### src/rtl/multicycle_control_unit_if.sv
// rtl/multicycle_control_unit_if.sv - instruction/data memory handshake bundle for the multicycle control unit
interface multicycle_control_unit_if;
    logic i_mem_req;
    logic i_mem_ready;
    logic d_mem_req;
    logic d_mem_we;
    logic d_mem_ready;

    modport master (
        output i_mem_req,
        output d_mem_req,
        output d_mem_we,
        input  i_mem_ready,
        input  d_mem_ready
    );

    modport slave (
        input  i_mem_req,
        input  d_mem_req,
        input  d_mem_we,
        output i_mem_ready,
        output d_mem_ready
    );
endinterface

### src/rtl/multicycle_control_unit.sv
// rtl/multicycle_control_unit.sv - multi-cycle RV64I control FSM with memory handshakes, timeout traps and retire counter
module multicycle_control_unit #(
    parameter int MEM_TIMEOUT = 15,
    parameter int TO_BITS     = 4,
    parameter int CNT_BITS    = 32
) (
    input  logic                     clk,
    input  logic                     rst_n,
    input  logic [6:0]               opcode,
    input  logic [2:0]               funct3,
    input  logic                     funct7_b5,
    input  logic [3:0]               alu_flags,
    multicycle_control_unit_if.master mem,
    output logic                     ir_we,
    output logic                     rf_we,
    output logic                     rf_src,
    output logic                     alu_src,
    output logic [3:0]               alu_cmd,
    output logic                     pc_we,
    output logic                     pc_src,
    output logic                     trap,
    output logic [1:0]               trap_cause,
    output logic [CNT_BITS-1:0]      retired
);
    typedef enum logic [2:0] {
        S_FETCH, S_DECODE, S_EXEC, S_MEM, S_WB, S_BR, S_TRAP
    } state_t;

    localparam logic [TO_BITS-1:0] TO_LAST = TO_BITS'(MEM_TIMEOUT - 1);

    state_t              state_q, state_d;
    logic [TO_BITS-1:0]  cnt_q, cnt_d;
    logic [1:0]          cause_q, cause_d;
    logic [CNT_BITS-1:0] retired_q, retired_d;

    logic is_op, is_imm, is_ld, is_st, is_br, br_bad;
    logic [3:0] exec_cmd;
    logic       taken;
    logic       i_req, d_req, d_we;
    logic       flag_z, flag_n, flag_c, flag_v;

    assign {flag_v, flag_c, flag_n, flag_z} = alu_flags;

    assign is_op  = (opcode == 7'b0110011);
    assign is_imm = (opcode == 7'b0010011);
    assign is_ld  = (opcode == 7'b0000011);
    assign is_st  = (opcode == 7'b0100011);
    assign is_br  = (opcode == 7'b1100011);
    assign br_bad = is_br && (funct3[2:1] == 2'b01);

    // funct7_b5 only selects SRA/SRAI among immediate ops; elsewhere it is immediate data
    always_comb begin
        exec_cmd = 4'b0000;
        if (is_op)       exec_cmd = {funct7_b5, funct3};
        else if (is_imm) exec_cmd = {(funct3 == 3'b101) ? funct7_b5 : 1'b0, funct3};
    end

    always_comb begin
        taken = 1'b0;
        case (funct3)
            3'b000:  taken = flag_z;
            3'b001:  taken = !flag_z;
            3'b100:  taken = flag_n ^ flag_v;
            3'b101:  taken = !(flag_n ^ flag_v);
            3'b110:  taken = !flag_c;
            3'b111:  taken = flag_c;
            default: taken = 1'b0;
        endcase
    end

    always_comb begin
        state_d    = state_q;
        cnt_d      = cnt_q;
        cause_d    = cause_q;
        i_req      = 1'b0;
        d_req      = 1'b0;
        d_we       = 1'b0;
        ir_we      = 1'b0;
        rf_we      = 1'b0;
        rf_src     = 1'b0;
        alu_src    = 1'b0;
        alu_cmd    = 4'b0000;
        pc_we      = 1'b0;
        pc_src     = 1'b0;
        trap       = 1'b0;
        trap_cause = 2'd0;
        case (state_q)
            S_FETCH: begin
                i_req = 1'b1;
                if (mem.i_mem_ready) begin
                    ir_we   = 1'b1;
                    state_d = S_DECODE;
                    cnt_d   = '0;
                end else if (cnt_q == TO_LAST) begin
                    state_d = S_TRAP;
                    cause_d = 2'd2;
                    cnt_d   = '0;
                end else begin
                    cnt_d = cnt_q + 1'b1;
                end
            end
            S_DECODE: begin
                if (is_op || is_imm || is_ld || is_st) state_d = S_EXEC;
                else if (is_br && !br_bad)              state_d = S_BR;
                else begin
                    state_d = S_TRAP;
                    cause_d = 2'd1;
                end
            end
            S_EXEC: begin
                alu_src = !is_op;
                alu_cmd = exec_cmd;
                state_d = (is_ld || is_st) ? S_MEM : S_WB;
            end
            S_MEM: begin
                d_req   = 1'b1;
                d_we    = is_st;
                alu_src = 1'b1;
                alu_cmd = exec_cmd;
                if (mem.d_mem_ready) begin
                    cnt_d = '0;
                    if (is_st) begin
                        pc_we   = 1'b1;
                        state_d = S_FETCH;
                    end else begin
                        state_d = S_WB;
                    end
                end else if (cnt_q == TO_LAST) begin
                    state_d = S_TRAP;
                    cause_d = 2'd3;
                    cnt_d   = '0;
                end else begin
                    cnt_d = cnt_q + 1'b1;
                end
            end
            S_WB: begin
                rf_we   = 1'b1;
                rf_src  = is_ld;
                alu_src = !is_op;
                alu_cmd = exec_cmd;
                pc_we   = 1'b1;
                state_d = S_FETCH;
            end
            S_BR: begin
                alu_cmd = 4'b0001;
                pc_we   = 1'b1;
                pc_src  = taken;
                state_d = S_FETCH;
            end
            S_TRAP: begin
                trap       = 1'b1;
                trap_cause = cause_q;
            end
            default: state_d = S_TRAP;
        endcase
        // outputs must read all-zero the moment reset asserts, before the state flops settle
        if (!rst_n) begin
            i_req = 1'b0; d_req = 1'b0; d_we = 1'b0; ir_we = 1'b0;
            rf_we = 1'b0; rf_src = 1'b0; alu_src = 1'b0; alu_cmd = 4'b0000;
            pc_we = 1'b0; pc_src = 1'b0; trap = 1'b0; trap_cause = 2'd0;
        end
    end

    assign retired_d     = retired_q + (pc_we ? CNT_BITS'(1) : CNT_BITS'(0));
    assign retired       = retired_q;
    assign mem.i_mem_req = i_req;
    assign mem.d_mem_req = d_req;
    assign mem.d_mem_we  = d_we;

    always_ff @(posedge clk or negedge rst_n) begin
        if (!rst_n) begin
            state_q   <= S_FETCH;
            cnt_q     <= '0;
            cause_q   <= 2'd0;
            retired_q <= '0;
        end else begin
            state_q   <= state_d;
            cnt_q     <= cnt_d;
            cause_q   <= cause_d;
            retired_q <= retired_d;
        end
    end
endmodule
### src/flat_wrapper.sv
// flat-port wrapper written by rule: the top's interface ports become plain ports
module multicycle_control_unit_flat 
#(
    parameter int MEM_TIMEOUT = 15,
    parameter int TO_BITS     = 4,
    parameter int CNT_BITS    = 32
)
  (clk, rst_n, opcode, funct3, funct7_b5, alu_flags, ir_we, rf_we, rf_src, alu_src, alu_cmd, pc_we, pc_src, trap, trap_cause, retired, mem_i_mem_req, mem_d_mem_req, mem_d_mem_we, mem_i_mem_ready, mem_d_mem_ready);
  multicycle_control_unit_if mem_i ();
  input  logic clk;
  input  logic rst_n;
  input  logic [6:0] opcode;
  input  logic [2:0] funct3;
  input  logic funct7_b5;
  input  logic [3:0] alu_flags;
  output logic ir_we;
  output logic rf_we;
  output logic rf_src;
  output logic alu_src;
  output logic [3:0] alu_cmd;
  output logic pc_we;
  output logic pc_src;
  output logic trap;
  output logic [1:0] trap_cause;
  output logic [CNT_BITS-1:0] retired;
  output wire logic [$bits(mem_i.i_mem_req)-1:0] mem_i_mem_req;
  output wire logic [$bits(mem_i.d_mem_req)-1:0] mem_d_mem_req;
  output wire logic [$bits(mem_i.d_mem_we)-1:0] mem_d_mem_we;
  input wire logic [$bits(mem_i.i_mem_ready)-1:0] mem_i_mem_ready;
  input wire logic [$bits(mem_i.d_mem_ready)-1:0] mem_d_mem_ready;
  assign mem_i_mem_req = mem_i.i_mem_req;
  assign mem_d_mem_req = mem_i.d_mem_req;
  assign mem_d_mem_we = mem_i.d_mem_we;
  assign mem_i.i_mem_ready = mem_i_mem_ready;
  assign mem_i.d_mem_ready = mem_d_mem_ready;
  multicycle_control_unit #(.MEM_TIMEOUT(MEM_TIMEOUT), .TO_BITS(TO_BITS), .CNT_BITS(CNT_BITS)) u_core (.clk(clk), .rst_n(rst_n), .opcode(opcode), .funct3(funct3), .funct7_b5(funct7_b5), .alu_flags(alu_flags), .mem(mem_i), .ir_we(ir_we), .rf_we(rf_we), .rf_src(rf_src), .alu_src(alu_src), .alu_cmd(alu_cmd), .pc_we(pc_we), .pc_src(pc_src), .trap(trap), .trap_cause(trap_cause), .retired(retired));
endmodule
### config.mk
export PLATFORM = sky130hd
export DESIGN_NAME = multicycle_control_unit_flat
export DESIGN_NICKNAME = d
export VERILOG_FILES = /design/src/rtl/multicycle_control_unit_if.sv /design/src/rtl/multicycle_control_unit.sv /design/src/flat_wrapper.sv
export SDC_FILE = /design/constraint.sdc
export NUM_CORES = 1
export LEC_CHECK = 0
export BUFFER_PORTS_ARGS = -buffer_cell sky130_fd_sc_hd__buf_2
export CAP_MARGIN = 25
export CORE_ASPECT_RATIO = 1.75
export CORE_MARGIN = 2
export CORE_UTILIZATION = 53
export CTS_BUF_LIST = sky130_fd_sc_hd__clkbuf_8
export CTS_CLUSTER_SIZE = 24
export DETAILED_ROUTE_END_ITERATION = 7
export GPL_ROUTABILITY_DRIVEN = 1
export HOLD_SLACK_MARGIN = 0.12
export PLACE_DENSITY = 0.79
export SLEW_MARGIN = 20
export SYNTH_ARGS = -nofsm -noshare
export SYNTH_HDL_FRONTEND = slang
export SYNTH_SLANG_ARGS = --single-unit
### constraint.sdc
create_clock -name clk -period 2.6 [get_ports clk]
set_input_delay 0 -clock clk [delete_from_list [all_inputs] [get_ports clk]]
set_output_delay 0 -clock clk [all_outputs]
set_load 0.02 [all_outputs]
After elaboration in Yosys (flattened, before gate mapping):

Cells that the tools add are included.

* eq/ne operators: 24
* reduce and logical (&&, ||, !) cells: 19
* bitwise operators: 1
* add/subtract/negate cells: 2
* mux-type cells: 51

Operators with widths (count)
* 32-bit adder: 1
* 4-bit 2-to-1 mux: 6
* 1-bit 2-to-1 mux: 23
* 3-bit equality test, second input constant: 7
* 2-bit 2-to-1 mux: 9
* 3-bit 2-to-1 mux: 6
* 3-bit case mux with 6 select lines: 1
* 4-bit case mux with 2 select lines: 2
* 7-bit by 6-bit equality test with 1-bit output, second input constant: 2
* 2-bit inequality test, second input constant: 4
* 7-bit by 2-bit equality test with 1-bit output, second input constant: 1
* 7-bit by 5-bit equality test with 1-bit output, second input constant: 1
* 7-bit equality test, second input constant: 1
* 7-bit AND reduction: 1
* 3-bit by 1-bit equality test with 1-bit output, second input constant: 2
* 3-bit by 2-bit equality test with 1-bit output, second input constant: 2
* 3-bit zero test: 2
* 1-bit case mux with 6 select lines: 1
* 2-bit case mux with 3 select lines: 1
* 1-bit zero test: 5
* 4-bit by 1-bit adder with 4-bit output, second input constant: 1
* 4-bit equality test, second input constant: 1
* 1-bit logical OR: 4
* 2-bit by 1-bit inequality test with 1-bit output, second input constant: 2
* 8 further kinds: 11

* output and inout port bits: 48
* logic and storage cells: 101
* input bits: 19
* register bits after elaboration: 41

Longest topological paths before layout:

* depth in word-level cells: 7
* mapped depth: 12
* depth with buffers taken out: 11

Least setup slack after synthesis:

OpenSTA, ideal clock, no wires.

* path type: reg2reg
* start point: register u_core.state_q[1]
* end point: register u_core.retired_q[20] (netlist: u_core.retired[20])
* library setup time: 0.129 ns
* data required time: 2.471 ns
* cell stages (with the launch flop): 13
* setup slack: -0.353 ns
* period minus slack after synthesis: 2.953 ns
* arrival: 2.824 ns
* path buffers: 1
* cells stage by stage: dfrtp_1 clkbuf_1 nand2b_1 nor2_1 nand2_1 nor2_1 a2bb2o_1 ha_1 ha_1 nand2_1 nor2_1 nand4_1 xnor2_1

* word-level cells in the longest chain between the ends: 6
* elaborated cells on any way between the ends: 8
* those cells by class: 1 x add/sub; 3 x eq/ne; 3 x mux; 1 x reduce/logical

Ends and longest elaborated chain
* start, declared: RTL line multicycle_control_unit.sv:31 `state_t state_q, state_d;`
* start signal, assigned: RTL line multicycle_control_unit.sv:177 `state_q <= state_d;`
* 3-bit equality test: RTL line multicycle_control_unit.sv:87 `case (state_q)`
* 2-bit OR reduction (no source line)
* 1-bit case mux with 2 select lines *: RTL line multicycle_control_unit.sv:87
* 1-bit 2-to-1 mux *: RTL line multicycle_control_unit.sv:157 `if (!rst_n) begin`
* via pc_we: RTL line flat_wrapper.sv:21 `output logic pc_we;`
* 1-bit 2-to-1 mux *: RTL line multicycle_control_unit.sv:164 `assign retired_d = retired_q + (pc_we ? CNT_BITS'(1) : CNT_BITS'(0));`
* 32-bit adder *: RTL line multicycle_control_unit.sv:164
* via u_core.retired_d[20]: RTL line multicycle_control_unit.sv:34 `logic [CNT_BITS-1:0] retired_q, retired_d;`
* end signal, assigned: RTL line multicycle_control_unit.sv:180 `retired_q <= retired_d;`
* end, declared: RTL line multicycle_control_unit.sv:34

The timed path passes the listed nets; every way through them passes the cells marked *.
A chain may end at the register's enable or synchronous reset.

Worst setup path after layout:

* start point: register u_core.state_q[2]
* end point: register u_core.retired_q[28] (netlist: u_core.retired[28])

* word-level cells in the longest chain between the ends: 6
* elaborated cells on any way between the ends: 8
* those cells by class: 1 x add/sub; 3 x eq/ne; 3 x mux; 1 x reduce/logical

Ends and longest elaborated chain (RTL line)
* 3-bit equality test: multicycle_control_unit.sv:87
* 2-bit OR reduction (no source line)
* 1-bit case mux with 2 select lines *: multicycle_control_unit.sv:87
* 1-bit 2-to-1 mux *: multicycle_control_unit.sv:157
* 1-bit 2-to-1 mux *: multicycle_control_unit.sv:164
* 32-bit adder *: multicycle_control_unit.sv:164
* via u_core.retired_d[28]: multicycle_control_unit.sv:34

Marks and branches as above.

==> results.json <==
{
  "status": "completed",
  "antenna_found_initial": 0,
  "fin_crit_sh": 0.941,
  "async_flop_share": 1.00,
  "first_pass_iters": 4,
  "grt.total_usage": 0.246,
  "min_period_ns": 2.45,
  "cpPeakStageDelay_ns": 0.39,
  "slowest_stage": "dfrtp_1",
  "final_core_util": 0.673,
  "finalSetupViolCount": 0,
  "syn_inst": 222,
  "dp_hpwl_mm": 4.08,
  "drv_cap": 0,
  "clk_latency_ns": 0.29,
  "cts_buffers": 5,
  "final_antenna_net_count": 0,
  "powerDensity_nw_per_um2": 641,
  "grt_max_degree": 45,
  "initial_utilization": 0.548,
  "io_buffers": 66,
  "netlist_area_um2": 2250,
  "die-area_um2": 4810,
  "drive_gt1_frac": 0.301,
  "cts-root-buf": "clkbuf_8",
  "drc": 0,
  "ctsLongestPathBuffers": 2,
  "synth_nets": 245,
  "required_ns": 2.78,
  "hold_buffers": 2,
  "core.rowCount": 31,
  "cts_htree_levels": 2,
  "dieHeight_um": 90.3,
  "drtIter0Drc": 33,
  "rsz0062_at_grt": "no",
  "dp_cells": 335,
  "grt_remaining_overflow": 0,
  "core_area_um2": 4110,
  "area_growth_pct": 22.7,
  "cts_resized": 0,
  "critPathLaunchType": "register",
  "relSlewSlack": 0.650,
  "ys.flop_type": "dfrtp_1",
  "crit_fanout": 6,
  "clk_pin_slew_ns": 0.07,
  "ys_warn_count": 0,
  "nets": 318,
  "vias": 1952,
  "via_per_inst": 5.66,
  "tritoncts": "built",
  "cp_data_arrival_time_ns": 2.62,
  "worstPathCellList": "nand2b_1 -> nor2_4 -> nand2_1 -> nor2_4 -> a2bb2o_2 -> ha_1 -> ha_1 -> and2_1 -> and3_1 -> nand3_1 -> xnor2_1",
  "wl_per_cell_um": 15.2,
  "min_path_type": "primary input to register",
  "tns_ns": 0,
  "wirelength_mm": 5.26,
  "globalplace.congestion": 0.832,
  "power.leakage_nw": 1.37,
  "grt_pass1_wl_mm": 8.70,
  "synth_edf_count": 0,
  "tightestPinTransition_ns": 0.525,
  "fin_skew_ns": 0.00367,
  "path_class": "register to register",
  "cts_sinks": 41,
  "cp-end-kind": "register",
  "ys_seq_elements": 41,
  "synth_cell_types": 41,
  "finalHoldViolCount": 0,
  "seq_area_frac_synth": 0.455,
  "slew_viol_final": 0,
  "instances_no_fill": 345,
  "die_width_um": 53.3,
  "postCtsSetupBuffers": 0,
  "syn_avg_cell_area_um2": 10.2,
  "insertedDiodeCount": 0,
  "fmax_ghz": 0.409,
  "ioPinCount": 67,
  "grt_pass1_vias": 1971,
  "peakVddDrop_mv": 0.565
}
[final timing paths]
path                                     from  cells after the start                  to  slack, ns
max                         u_core.state_q[2]                     11  u_core.retired[28]       0.15
min                           mem_d_mem_ready                      3   u_core.retired[0]       0.13
max reg2reg                 u_core.state_q[2]                     11  u_core.retired[28]       0.15
min reg2reg                u_core.retired[31]                      1  u_core.retired[31]       0.48
max in group asynchronous               rst_n                      3  u_core.retired[27]       1.89
min in group asynchronous               rst_n                      3   u_core.retired[5]       0.35
[layout by cell type, fill, tap and decap left out, types with 6 or more instances in the layout]
cell type  synthesis  layout
dfrtp_1           41      41
inv_1              5       6
and4_1             6       6
nand2_1           22      22
nand4_1            8       8
a21oi_1            6       6
xnor2_1           30      30
nand3_1           19      19
and2_1             6       6
and3_1             8       8
buf_2              2      66
nor2_1            11       9
o21ai_0            8       8
[cell families after synthesis]
family	after synthesis	synth area share
xor gates and xnor gates	34	0.132
and+or+nand+nor	101	0.267
buffers and inverters	11	0.0211
muxes	1	0.00444
adders and majority gates	4	0.0222
AOI/OAI and AO/OA	30	0.0983
DFF	41	0.455
[stage by stage]
step	cell area (µm²)	hold slack [ns]	setup WS, ns	power (mW)
floorplan	2270	-0.296	0.0125	1.18
global placement	2660	0.147	0.289	1.37
detailed placement	2660	0.141	0.188	1.39
CTS	2770	0.123	0.176	1.78
global route	2770	0.149	0.00678	1.89
finish	2770	0.129	0.152	1.77
[report_power, final]
part	switching [mW]	leakage [nW]	total [mW]	internal (mW)
Sequential	0.0852	0.553	0.801	0.716
Combinational	0.366	0.770	0.581	0.216
Clock	0.208	0.0491	0.389	0.182
Total	0.658	1.37	1.77	1.11
[cell type report]
cell class	instances	area, µm²
Inverter	5	18.8
Fill cell	375	1350
Timing Repair Buffer	72	380
Clock inverter	3	13.8
Multi-Input combinational cell	170	1200
Clock buffer	5	68.8
Tap cell	49	61.3
Sequential cell	41	1030
[flip-flops by register name, indices dropped and copies added (netlist names)]
name,cells
u_core.retired,32
u_core.cnt_q,4
u_core.state_q,3
u_core.cause_q,2
[Yosys cell counts (4+ instances only)]
master | number | area [µm²]
nand2_1 | 22 | 82.6
a21oi_1 | 6 | 30.0
xor2_1 | 4 | 35.0
nor2_1 | 11 | 41.3
nand4_1 | 8 | 50.1
o21ai_0 | 8 | 40.0
nand3_1 | 19 | 95.1
o31ai_1 | 4 | 30.0
xnor2_1 | 30 | 263
and2_1 | 6 | 37.5
inv_1 | 5 | 18.8
and4_1 | 6 | 52.6
dfrtp_1 | 41 | 1030
and3_1 | 8 | 50.1
nor3_1 | 5 | 25.0
ha_1 | 4 | 50.1
[worst max-delay path, delay by kind of cell, from the launching register on]
family,cells,cell delay [ns]
XOR/XNOR,1,0.15
adder cells (fa/ha/maj),2,0.52
AND/OR/NAND/NOR,7,1.10
AO/OA/AOI/OAI,1,0.16
flip-flops,1,0.39
[routing by layer]
layer,global-route usage,up-vias,share of wire
li1,-,932,-
met1,0.255,924,0.36
met2,0.427,79,0.55
met3,0.0546,17,0.058
met4,0.141,0,0.035
met5,0,-,0
(Power assumes the default switching activity.)
